File: src/rtl/audio_pkg.sv
// Shared constants and helpers for the sigma-delta audio mixer.
package audio_pkg;

   localparam int PAN_L     = 0;
   localparam int PAN_R     = 1;
   localparam int DEF_NCHAN = 4;
   localparam int DEF_DW    = 8;

   // Widest mix is (nchan+1) full-scale terms, so this many bits never overflow.
   function automatic int sum_width(input int nchan, input int dw);
      return dw + $clog2(nchan + 1);
   endfunction

endpackage

File: src/rtl/audio_sigma_delta_mixer_dsm1.sv
// First-order delta-sigma modulator: the carry out of a W-bit accumulator is the bitstream.
module dsm1 #(
   parameter int W = 11
) (
   input  logic         clk,
   input  logic         rst_n,
   input  logic [W-1:0] in,
   output logic         out
);

   logic [W:0] r_acc;

   always_ff @(posedge clk) begin
      if (!rst_n) begin
         r_acc <= '0;
      end else begin
         r_acc <= {1'b0, r_acc[W-1:0]} + {1'b0, in};
      end
   end

   assign out = r_acc[W];

endmodule

File: src/rtl/audio_sigma_delta_mixer.sv
// N-channel PCM + beeper mixer driving left/right 1-bit delta-sigma DACs, with mono, mute
// and an activity monostable for the front-panel LED.
module audio_sigma_delta_mixer
   import audio_pkg::*;
#(
   parameter int NCHAN = DEF_NCHAN,
   parameter int DW    = DEF_DW,
   parameter int HOLD  = 2**21
) (
   input  logic                clk,
   input  logic                rst_n,
   input  logic                sample_stb,
   input  logic [NCHAN*DW-1:0] ch_data,
   input  logic [2*NCHAN-1:0]  ch_pan,
   input  logic                beeper,
   input  logic                mono,
   input  logic                mute,
   output logic                audio_l,
   output logic                audio_r,
   output logic                activity
);

   localparam int SW = sum_width(NCHAN, DW);
   localparam int CW = $clog2(HOLD + 1);
   localparam logic [SW-1:0] FULL_SCALE = SW'(2**DW - 1);

   logic                r_bp_meta;
   logic                r_bp_sync;
   logic [NCHAN*DW-1:0] r_data;
   logic [2*NCHAN-1:0]  r_pan;
   logic [SW-1:0]       r_sum_l;
   logic [SW-1:0]       r_sum_r;
   logic                r_mono;
   logic                r_act_cond;
   logic [CW-1:0]       r_cnt;

   logic [SW-1:0]       w_sum_l;
   logic [SW-1:0]       w_sum_r;
   logic                w_active;
   logic                w_out_l;
   logic                w_out_r;

   always_comb begin
      w_sum_l  = '0;
      w_sum_r  = '0;
      w_active = r_bp_sync;
      for (int k = 0; k < NCHAN; k++) begin
         if (mono) begin
            if (r_pan[2*k+PAN_L] || r_pan[2*k+PAN_R])
               w_sum_l = w_sum_l + SW'(r_data[k*DW +: DW]);
         end else begin
            if (r_pan[2*k+PAN_L]) w_sum_l = w_sum_l + SW'(r_data[k*DW +: DW]);
            if (r_pan[2*k+PAN_R]) w_sum_r = w_sum_r + SW'(r_data[k*DW +: DW]);
         end
         if ((r_pan[2*k+PAN_L] || r_pan[2*k+PAN_R]) && (r_data[k*DW +: DW] != '0))
            w_active = 1'b1;
      end
      if (r_bp_sync) begin
         w_sum_l = w_sum_l + FULL_SCALE;
         w_sum_r = w_sum_r + FULL_SCALE;
      end
      if (mute) begin
         w_sum_l  = '0;
         w_sum_r  = '0;
         w_active = 1'b0;
      end
   end

   always_ff @(posedge clk) begin
      if (!rst_n) begin
         r_bp_meta  <= 1'b0;
         r_bp_sync  <= 1'b0;
         r_data     <= '0;
         r_pan      <= '0;
         r_sum_l    <= '0;
         r_sum_r    <= '0;
         r_mono     <= 1'b0;
         r_act_cond <= 1'b0;
         r_cnt      <= '0;
      end else begin
         r_bp_meta <= beeper;
         r_bp_sync <= r_bp_meta;
         if (sample_stb) begin
            r_data <= ch_data;
            r_pan  <= ch_pan;
         end
         r_sum_l    <= w_sum_l;
         r_sum_r    <= w_sum_r;
         r_mono     <= mono;
         r_act_cond <= w_active;
         // Retrigger while active; otherwise run the hold time down to zero.
         if (r_act_cond)
            r_cnt <= CW'(HOLD);
         else if (r_cnt != '0)
            r_cnt <= r_cnt - CW'(1);
      end
   end

   dsm1 #(.W(SW)) u_dsm_l (
      .clk   (clk),
      .rst_n (rst_n),
      .in    (r_sum_l),
      .out   (w_out_l)
   );

   dsm1 #(.W(SW)) u_dsm_r (
      .clk   (clk),
      .rst_n (rst_n),
      .in    (r_sum_r),
      .out   (w_out_r)
   );

   // Mono select is registered alongside the sums so both pins switch on the same edge.
   assign audio_l  = w_out_l;
   assign audio_r  = r_mono ? w_out_l : w_out_r;
   assign activity = (r_cnt != '0);

endmodule

File: config.mk
export PLATFORM = sky130hd
export DESIGN_NAME = audio_sigma_delta_mixer
export DESIGN_NICKNAME = d
export VERILOG_FILES = /design/src/rtl/audio_pkg.sv /design/src/rtl/audio_sigma_delta_mixer_dsm1.sv /design/src/rtl/audio_sigma_delta_mixer.sv
export SDC_FILE = /design/constraint.sdc
export NUM_CORES = 1
export LEC_CHECK = 0
export ABC_AREA = 1
export BUFFER_PORTS_ARGS = -buffer_cell sky130_fd_sc_hd__clkbuf_2
export CORE_MARGIN = 1
export CORE_UTILIZATION = 60
export DETAILED_ROUTE_END_ITERATION = 16
export GPL_ROUTABILITY_DRIVEN = 0
export PLACE_DENSITY = 0.85
export SLEW_MARGIN = 20
export SYNTH_ARGS = -nofsm -noshare
export SYNTH_HDL_FRONTEND = slang
export SYNTH_SLANG_ARGS = --single-unit
File: constraint.sdc
create_clock -name clk -period 5.5 [get_ports clk]
set_input_delay 0.55 -clock clk [delete_from_list [all_inputs] [get_ports clk]]
set_output_delay 0.55 -clock clk [all_outputs]
set_load 0.02 [all_outputs]
==> run metrics, run 1 <==
status=finished, final reports clean; die height=between 100 and 150 um; #FFs+latches synth=roughly 110; All-Layer GR Usage=29.3%; mapped cell area=roughly 8500 sq um; pwr dens=290 nW/um^2; antenna violations before repair=0; pin count of the biggest net entering global routing=78; I/O pins=49; Synth Instances=1278; clock skew=0.00772 ns; clock sink count=112; CP max stage cell=dfxtp_1; Die X=between 100 and 150 um; vias post-DR=8342; FF+latch area=2240 sq um; n_diodes=0; footprint of the multi-input gates=around 5400 sq um; drt drc=0; CTS Hold Bufs=0; Static Leak=roughly 0.0046 uW; drt pass-1 iters=5; Synth area leaders=dfxtp_1 (26%), nand2_1 (12%), ha_1 (11%); synthesis-to-finish area growth=7.64%; max incr delay on CP=0.40 ns; vias in the first global route=7724; fin crit period=4.75 ns; final hold slack=~0.36 ns; Yosys top cell by area=dfxtp_1; HPWL Detailed=15.9 mm; Synth cell types=54; Final period util=a little under 90%; total core area=13800 sq um; CP Class=flip-flop to flip-flop; CP Launch Type=flip-flop; Synth warnings=0; cell repeated most along the worst path=nand2_1; count leader, synth=nand2_1; fillers=1238; clk_lat worst skew=0.37 ns; I/O Buffers=48; CTS root buf=clkbuf_16; Fin. Hold Viols=0; postcts setup bufs=0; Hold Crit Class=input port to flip-flop; max frequency=210 MHz; CP Data Arrival Time=5.02 ns; post-synth top area share=26.4%; Initial Utilization=61.5%; final wirelength=approximately 20 mm; TNS Setup=0 ns; asr flop ratio synth=0%; EDFF count, synth=0; Finish-stage setup viols=0; fin nets=1442; Synth top cells by count=nand2_1 (262), inv_1 (191), a21oi_1 (144); Most used DFF post-synth=dfxtp_1; Mapped Nets=between 1000 and 1500; worst slew pin tran=1.04 ns; CTS H-tree lvls=3; total power=2660 uW; Max Slew Vio Count=0; CP required=5.76 ns; CP max FO=5; # resized after CTS=0; VDD IR max=0.000142 V; Slew Limit Headroom=30.5%; Seq/Total Area, Yosys=26.4%; RSZ-0062 raised after global routing=false; Worst-path clk slew=0.07 ns; first-pass GRT wire length=34.3 mm; DRT iter0 DRCs=597; Vias per Instance=~5.6; DIE AREA=14700 sq um; CTS Buf Count=9; TritonCTS clock tree=built; crit end category=flip-flop; share of cells above drive strength 1=approximately a tenth; GR Overflow Total=0; Syn Area/Cell=6.65 sq um; CTS Buffer Depth=2; max-cap violations=0; residual antenna-violating net count after detailed routing=0; wire per inst=13.6 um; row cnt=43
-- worst paths after layout --
kind | start | end | slack (ns) | cells after the start
setup reg to reg | r_pan[0] | r_sum_l[8] | 0.75 | 37
setup / recovery | r_pan[0] | r_sum_l[8] | 0.75 | 37
hold / removal | beeper | r_bp_meta | 0.36 | 3
hold reg to reg | r_bp_meta | r_bp_sync | 0.42 | 2
-- layer usage --
| layer | track usage (%) | part of all wire, % | wire length, um |
|---|---|---|---|
| met1 | 38.0 | 45 | 9090 |
| met2 | 49.1 | 46 | 9450 |
| met3 | 3.20 | 6.5 | 1320 |
| met4 | 12.9 | 2.5 | 504 |
| met5 | 0 | 0 | 0 |
-- layout make-up --
class                      count  area share [%]
timing repair buffer          50            2.79
inverter                     202            8.37
tap                          180            2.46
clock inverter                 3           0.273
clock buffer                  13            2.95
sequential                   112            24.5
multi-input combinational    939            58.7
-- where the power goes --
group / switching, uW / total (uW) / internal (uW)
combinational: 640 / 997 / 357
clock: 312 / 659 / 347
sequential: 90.8 / 1000 / 910
-- placed cells by master (no fill, tap or decap), drive strengths merged, types with 6 or more instances in the layout --
| master | n |
|---|---|
| a21boi | 9 |
| a21oi | 151 |
| clkbuf | 61 |
| dfxtp | 112 |
| fa | 8 |
| ha | 74 |
| inv | 201 |
| nand2 | 280 |
| nand3 | 78 |
| nand4 | 30 |
| nor2 | 119 |
| nor3 | 14 |
| nor4 | 6 |
| o211ai | 7 |
| o21a | 9 |
| o21ai | 104 |
| or2 | 7 |
| xnor2 | 9 |
| xor2 | 7 |
-- cell families (layout without fill, tap and decap cells) --
family,Yosys count,in the layout,synth area share (%)
flops,112,112,26.4
compound gates,296,296,19.5
simple gates,544,544,29.1
xor+xnor,16,16,1.65
buf+inv,227,268,10.5
mux,1,1,0.132
fa+ha+maj,82,82,12.8
-- flip-flops by register name, indices dropped and copies added, names as in the netlist --
register / count
u_dsm_r.r_acc: 12
r_sum_r: 11
r_sum_l: 11
r_data: 32
r_mono: 1
r_cnt: 22
r_bp_meta: 1
r_act_cond: 1
u_dsm_l.r_acc: 12
r_pan: 8
r_bp_sync: 1
-- critical path: cells and delay by family (launching register included) --
family          cells  cell delay, ns
simple gates       23            2.12
fa+ha+maj           4            1.23
buf+inv             6            0.41
flops               1            0.40
compound gates      3            0.34
xor+xnor            1            0.17
-- metrics by stage --
step	instances	instance area, sq um	util [%]	setup slack (ns)
2_1_floorplan	1278	8500	-	0.950
3_3_place_gp	1483	8860	64.1	0.621
3_5_place_dp	1483	8860	64.1	0.509
4_1_cts	1499	9150	66.2	0.759
5_1_grt	1499	9150	66.2	0.138
6_report	1499	9150	66.2	0.747
Note: power is estimated with default switching activity, not from simulation.
==> run 2, diff against run 1 <==
--- a/config.mk
+++ b/config.mk
@@ -12,6 +12,7 @@
 export DETAILED_ROUTE_END_ITERATION = 16
 export GPL_ROUTABILITY_DRIVEN = 0
 export PLACE_DENSITY = 0.85
+export REMOVE_ABC_BUFFERS = 1
 export SLEW_MARGIN = 20
 export SYNTH_ARGS = -nofsm -noshare
 export SYNTH_HDL_FRONTEND = slang
==> run 2 against run 1 <==
Net effect: clock skew rose by 0.0053 ns; via count hardly changed; non-clock buffer count grew 1; clock power is 6.2% higher; hold slack improved by 0.0043 ns; first-iteration DRC count is 30% higher; cell count hardly changed; combinational power is essentially flat; power grew 1.5%; critical path depth is the same; largest cell class unchanged.
==> run metrics, run 2 (synthesized netlist as in run 1, its figures left out) <==
power share of the combinational group=36.9% (-0.6 points); HPWL Detailed=15.3 mm (-3.7%); final setup margin=0.681 ns (-0.0661 ns); pin count of the biggest net entering global routing=74 (-5.1%); DP Worst Slack=0.453 ns (-0.0560 ns); dpl cell area=8860 sq um (about the same); CTS Buffer Depth=2 (unchanged); Max Slew Vio Count=0 (unchanged); Reg power frac=37.1% (-0.6 points); RSZ-0062 raised after global routing=false; Hold Crit Class=input port to flip-flop; CP Class=flip-flop to flip-flop; routed wl met2=9.35 mm (-1.1%); switching share of power=38.4% (-0.87 points); DIE AREA=14700 sq um (unchanged); CP max FO=5 (unchanged); TNS Setup=0 ns (unchanged); cell area after layout=9180 sq um (+0.33%); WP buf/inv=6 (unchanged); vias in the first global route=7402 (-4.2%); drt pass-1 iters=5 (unchanged); crit end category=flip-flop; Slew Limit Headroom=48.4% (+18 points); vias post-DR=8347 (+0.060%); drt drc=0 (unchanged); CTS H-tree lvls=3 (unchanged); clock sink count=112 (unchanged); row cnt=43 (unchanged); max-cap violations=0 (unchanged); clock skew=0.0130 ns (+0.00531 ns); total core area=13800 sq um (unchanged); Die X=121 um (unchanged); Vias per Instance=5.56 (about the same); All-Layer GR Usage=28.4% (-0.87 points); WL met3=1.30 mm (-1.4%); die height=121 um (unchanged); M1 WL=9.11 mm (+0.24%); clk_lat worst skew=0.37 ns (about the same); postcts setup bufs=0 (unchanged); Worst Hold Endpoint=r_bp_meta; Final period util=87.6% (+1.2 points); CTS root buf=clkbuf_16; top sig layer=met4; Switch Pwr=1030 uW (-0.79%); pwr dens=294 nW/um^2 (+1.1%); first-pass GRT wire length=33.2 mm (-3.3%); R2R setup slack=0.68 ns (-0.07 ns); Post-Layout Cell Count=1500 (+0.067%); CP Data Arrival Time=5.08 ns (+0.06 ns); Initial Utilization=61.5% (unchanged); n_diodes=0 (unchanged); CP Launch Type=flip-flop; leading registers by flop count=r_data x32, r_cnt x22; Worst-path clk slew=0.08 ns (about the same); max incr delay on CP=0.41 ns (about the same); fin crit period=4.82 ns (+0.0661 ns); max frequency=208 MHz (-1.4%); top cell family by delay on the critical path=simple AND/OR/NAND/NOR gates; hold-critical path depth=3 (unchanged); antenna violations before repair=0 (unchanged); status=finished, final reports clean; placed instance count=1484 (+0.067%); most used cells in the layout excluding fill and tap cells=nand2_1 (262), inv_1 (190), a21oi_1 (144); I/O pins=49 (unchanged); Clk network pwr share=26.0% (+1.2 points); VDD IR max=0.000196 V (+38%); TritonCTS clock tree=built; most common cell after layout, fill and taps aside=nand2_1; Most flops, register=r_data; HP Start=beeper; CTS Buf Count=9 (unchanged); endpoint of the most critical register-to-register path=r_sum_l[8]; # resized after CTS=0 (unchanged); worst slew pin tran=0.774 ns (-0.268 ns); cell-internal power=1660 uW (+2.9%); Static Leak=0.00459 uW (+0.42%); Fin. Hold Viols=0 (unchanged); fin nets=1443 (+0.069%); wire per inst=13.5 um (-0.98%); residual antenna-violating net count after detailed routing=0 (unchanged); cell repeated most along the worst path=nand2_1; R2R depth=37 (unchanged); FF-to-FF Start=r_pan[1]; DRT iter0 DRCs=779 (+30%); max reg flops=32 (unchanged); GR Overflow Total=0 (unchanged); CP required=5.76 ns (about the same); I/O Buffers=48 (unchanged); share of cells above drive strength 1=10.3% (+0.068 points); final wirelength=20.2 mm (-0.91%); CP max stage cell=dfxtp_1; synthesis-to-finish area growth=7.99%; Finish-stage setup viols=0 (unchanged); CTS Hold Bufs=0 (unchanged)
run 2: changes by cell type in the layout (fill, tap and decap cells not counted), sizes merged:
cell      change
clkinvlp      -1
inv           +1
clkinv        -1
buf           +1
bufinv        +1
run 2: per-layer routing:
layer / track usage, % / vias to the layer above
met5: 0 / -
met4: 9.65 / 0
met3: 5.83 / 35
met2: 47.7 / 217
met1: 36.2 / 3794
li1: - / 4301
run 2: worst min-delay path, delay by kind of cell:
kind,cells,cell delay (ns)
buffers and inverters,2,0.11
and+or+nand+nor,1,0.04
run 2: through the flow:
step / utilization (%) / hold WS (ns) / power (uW)
2_1_floorplan: - / 0.390 / 1770
3_3_place_gp: 64.1 / 0.395 / 1970
3_5_place_dp: 64.1 / 0.400 / 1990
4_1_cts: 66.4 / 0.360 / 2700
5_1_grt: 66.4 / 0.367 / 2890
6_report: 66.4 / 0.369 / 2700
run 2: how the worst max path moves through the flow:
stage	start	end	slack [ns]	cells after the start
2_1_floorplan	mono	r_sum_l[9]	1.10	31
3_3_place_gp	mono	r_sum_l[8]	0.54	38
3_5_place_dp	mono	r_sum_l[8]	0.45	38
4_1_cts	r_pan[1]	r_sum_l[8]	0.76	37
5_1_grt	mono	r_sum_r[8]	0.19	33
6_report	r_pan[1]	r_sum_l[8]	0.68	37
run 2: cell type report:
class                   count  area [sq um]
fillers                  1230          4640
inverters                 202           766
flip-flops and latches    112          2240
clock inverters             3          47.5
multi-input cells         939          5370
repair buffers             51           263
well taps                 180           225
clock buffers              13           270
run 2: power groups by stage:
stage,combinational [uW],sequential [uW],clock (uW)
2_1_floorplan,785,988,0
3_3_place_gp,959,1010,0
3_5_place_dp,979,1010,0
4_1_cts,991,997,714
5_1_grt,1130,1010,752
6_report,995,1000,700
==> run 3, diff against run 2 <==
--- a/config.mk
+++ b/config.mk
@@ -9,6 +9,7 @@
 export BUFFER_PORTS_ARGS = -buffer_cell sky130_fd_sc_hd__clkbuf_2
 export CORE_MARGIN = 1
 export CORE_UTILIZATION = 60
+export CTS_CLUSTER_DIAMETER = 120
 export DETAILED_ROUTE_END_ITERATION = 16
 export GPL_ROUTABILITY_DRIVEN = 0
 export PLACE_DENSITY = 0.85
==> constraint.sdc (replaced) <==
create_clock -name clk -period 5.3 [get_ports clk]
set_input_delay 0.53 -clock clk [delete_from_list [all_inputs] [get_ports clk]]
set_output_delay 0.53 -clock clk [all_outputs]
set_load 0.02 [all_outputs]
==> run 3 against run 2 <==
Net effect: via count rose by 1.0%; fmax increased by 0.16%; first-iteration DRC count shrank 28%; highest routed layer unchanged; critical path type unchanged; combinational power grew 6%; hold slack worse by 0.014 ns; clock skew fell by 0.0061 ns.
==> run metrics, run 3 (synthesized netlist as in run 1, its figures left out) <==
status=finished, final reports clean; max-cap violations=0 (unchanged); fin crit period=4.81 ns (-0.00745 ns); top cell family by delay on the critical path=simple AND/OR/NAND/NOR gates; first-pass GRT wire length=34.9 mm (+5.2%); WP buf/inv=6 (unchanged); clk_lat worst skew=0.36 ns (about the same); max incr delay on CP=0.40 ns (about the same); Worst-path clk slew=0.07 ns (about the same); most used cells in the layout excluding fill and tap cells=nand2_1 (262), inv_1 (190), a21oi_1 (144); VDD IR max=0.000205 V (+4.2%); wire per inst=14.0 um (+4.1%); RSZ-0062 raised after global routing=false; fillers=1199 (-2.5%); drt drc=0 (unchanged); share of cells above drive strength 1=10.5% (+0.23 points); CTS root buf=clkbuf_16; final wirelength=21.0 mm (+4.1%); All-Layer GR Usage=29.7% (+1.3 points); CTS Buf Count=9 (unchanged); clock sink count=112 (unchanged); Static Leak=0.00458 uW (-0.31%); Die X=121 um (unchanged); CP required=5.55 ns (-0.21 ns); vias in the first global route=7908 (+6.8%); max reg flops=32 (unchanged); Initial Utilization=61.5% (unchanged); CTS H-tree lvls=3 (unchanged); CTS Hold Bufs=0 (unchanged); residual antenna-violating net count after detailed routing=0 (unchanged); Max Slew Vio Count=0 (unchanged); I/O Buffers=48 (unchanged); synthesis-to-finish area growth=8.06% (about the same); worst slew pin tran=0.717 ns (-0.0566 ns); Slew Limit Headroom=52.0% (+3.7 points); crit end category=flip-flop; vias post-DR=8434 (+1.0%); DRT iter0 DRCs=561 (-28%); drt pass-1 iters=5 (unchanged); CP max FO=5 (unchanged); CP Class=flip-flop to flip-flop; Finish-stage setup viols=0 (unchanged); total core area=13800 sq um (unchanged); n_diodes=0 (unchanged); Most flops, register=r_data; pwr dens=302 nW/um^2 (+2.9%); cell repeated most along the worst path=nand2_1; Final period util=90.8% (+3.2 points); CP Data Arrival Time=5.07 ns (about the same); HPWL Detailed=15.9 mm (+3.5%); antenna violations before repair=0 (unchanged); most common cell after layout, fill and taps aside=nand2_1; die height=121 um (unchanged); Hold Crit Class=input port to flip-flop; row cnt=43 (unchanged); max frequency=208 MHz (+0.16%); CTS Buffer Depth=2 (unchanged); clock skew=0.00692 ns (-0.00611 ns); TritonCTS clock tree=built; CP Launch Type=flip-flop; GR Overflow Total=0 (unchanged); DIE AREA=14700 sq um (unchanged); leading registers by flop count=r_data x32, r_cnt x22; CP max stage cell=fa_1; fin nets=1444 (+0.069%); I/O pins=49 (unchanged); pin count of the biggest net entering global routing=78 (+5.4%); total power=2770 uW (+2.9%); TNS Setup=0 ns (unchanged); Vias per Instance=5.62 (+1.0%); Fin. Hold Viols=0 (unchanged)
-- run 3: final cells by class --
cell class | count | area [sq um] | area share, %
flip-flops and latches | 112 | 2240 | 24.4
well taps | 180 | 225 | 2.45
inverters | 202 | 766 | 8.33
repair buffers | 52 | 270 | 2.94
multi-input cells | 939 | 5390 | 58.7
clock inverters | 3 | 42.5 | 0.463
clock buffers | 12 | 246 | 2.68
-- run 3: worst paths after layout --
path              depth (start not counted)         end      start  slack [ns]
hold / removal                            3   r_bp_meta     beeper        0.35
hold reg to reg                           2   r_bp_sync  r_bp_meta        0.43
setup / recovery                         37  r_sum_l[8]   r_pan[1]        0.49
setup reg to reg                         37  r_sum_l[8]   r_pan[1]        0.49
-- run 3: power breakdown --
group / internal [uW] / switching, uW / leakage [uW]
Clock: 377 / 307 / 0.000139
Combinational: 377 / 678 / 0.00352
Sequential: 945 / 91.0 / 0.000920
-- run 3: layer usage --
layer	track usage, %	vias up	part of all wire, %
met5	0	-	0
met4	11.5	0	2.8
met3	5.50	56	5.5
met2	52.1	236	47
met1	35.8	3839	45
li1	-	4303	-
-- run 3: worst min-delay path: cells and delay by family --
family	cells	cell delay, ns
buffers and inverters	2	0.11
AND/OR/NAND/NOR	1	0.04
-- run 3: stage by stage --
| stage | hold WS, ns | worst slack, ns | instances | utilization (%) | instance area (sq um) |
|---|---|---|---|---|---|
| after global placement | 0.397 | 0.445 | 1485 | 64.2 | 8870 |
| after floorplan | 0.390 | 0.923 | 1253 | - | 8380 |
| after global routing | 0.369 | 0.0490 | 1500 | 66.5 | 9190 |
| after CTS | 0.352 | 0.495 | 1500 | 66.3 | 9160 |
| after detailed placement | 0.418 | 0.283 | 1485 | 64.2 | 8870 |
| final | 0.354 | 0.488 | 1500 | 66.5 | 9190 |
-- run 3: what timing repair did --
item / 4_1_cts / 5_1_grt
endpoints found under the hold margin: 0 / 0
setup buffers: 0 / 0
resized for setup: 0 / 4
setup endpoints to repair: 0 / 2
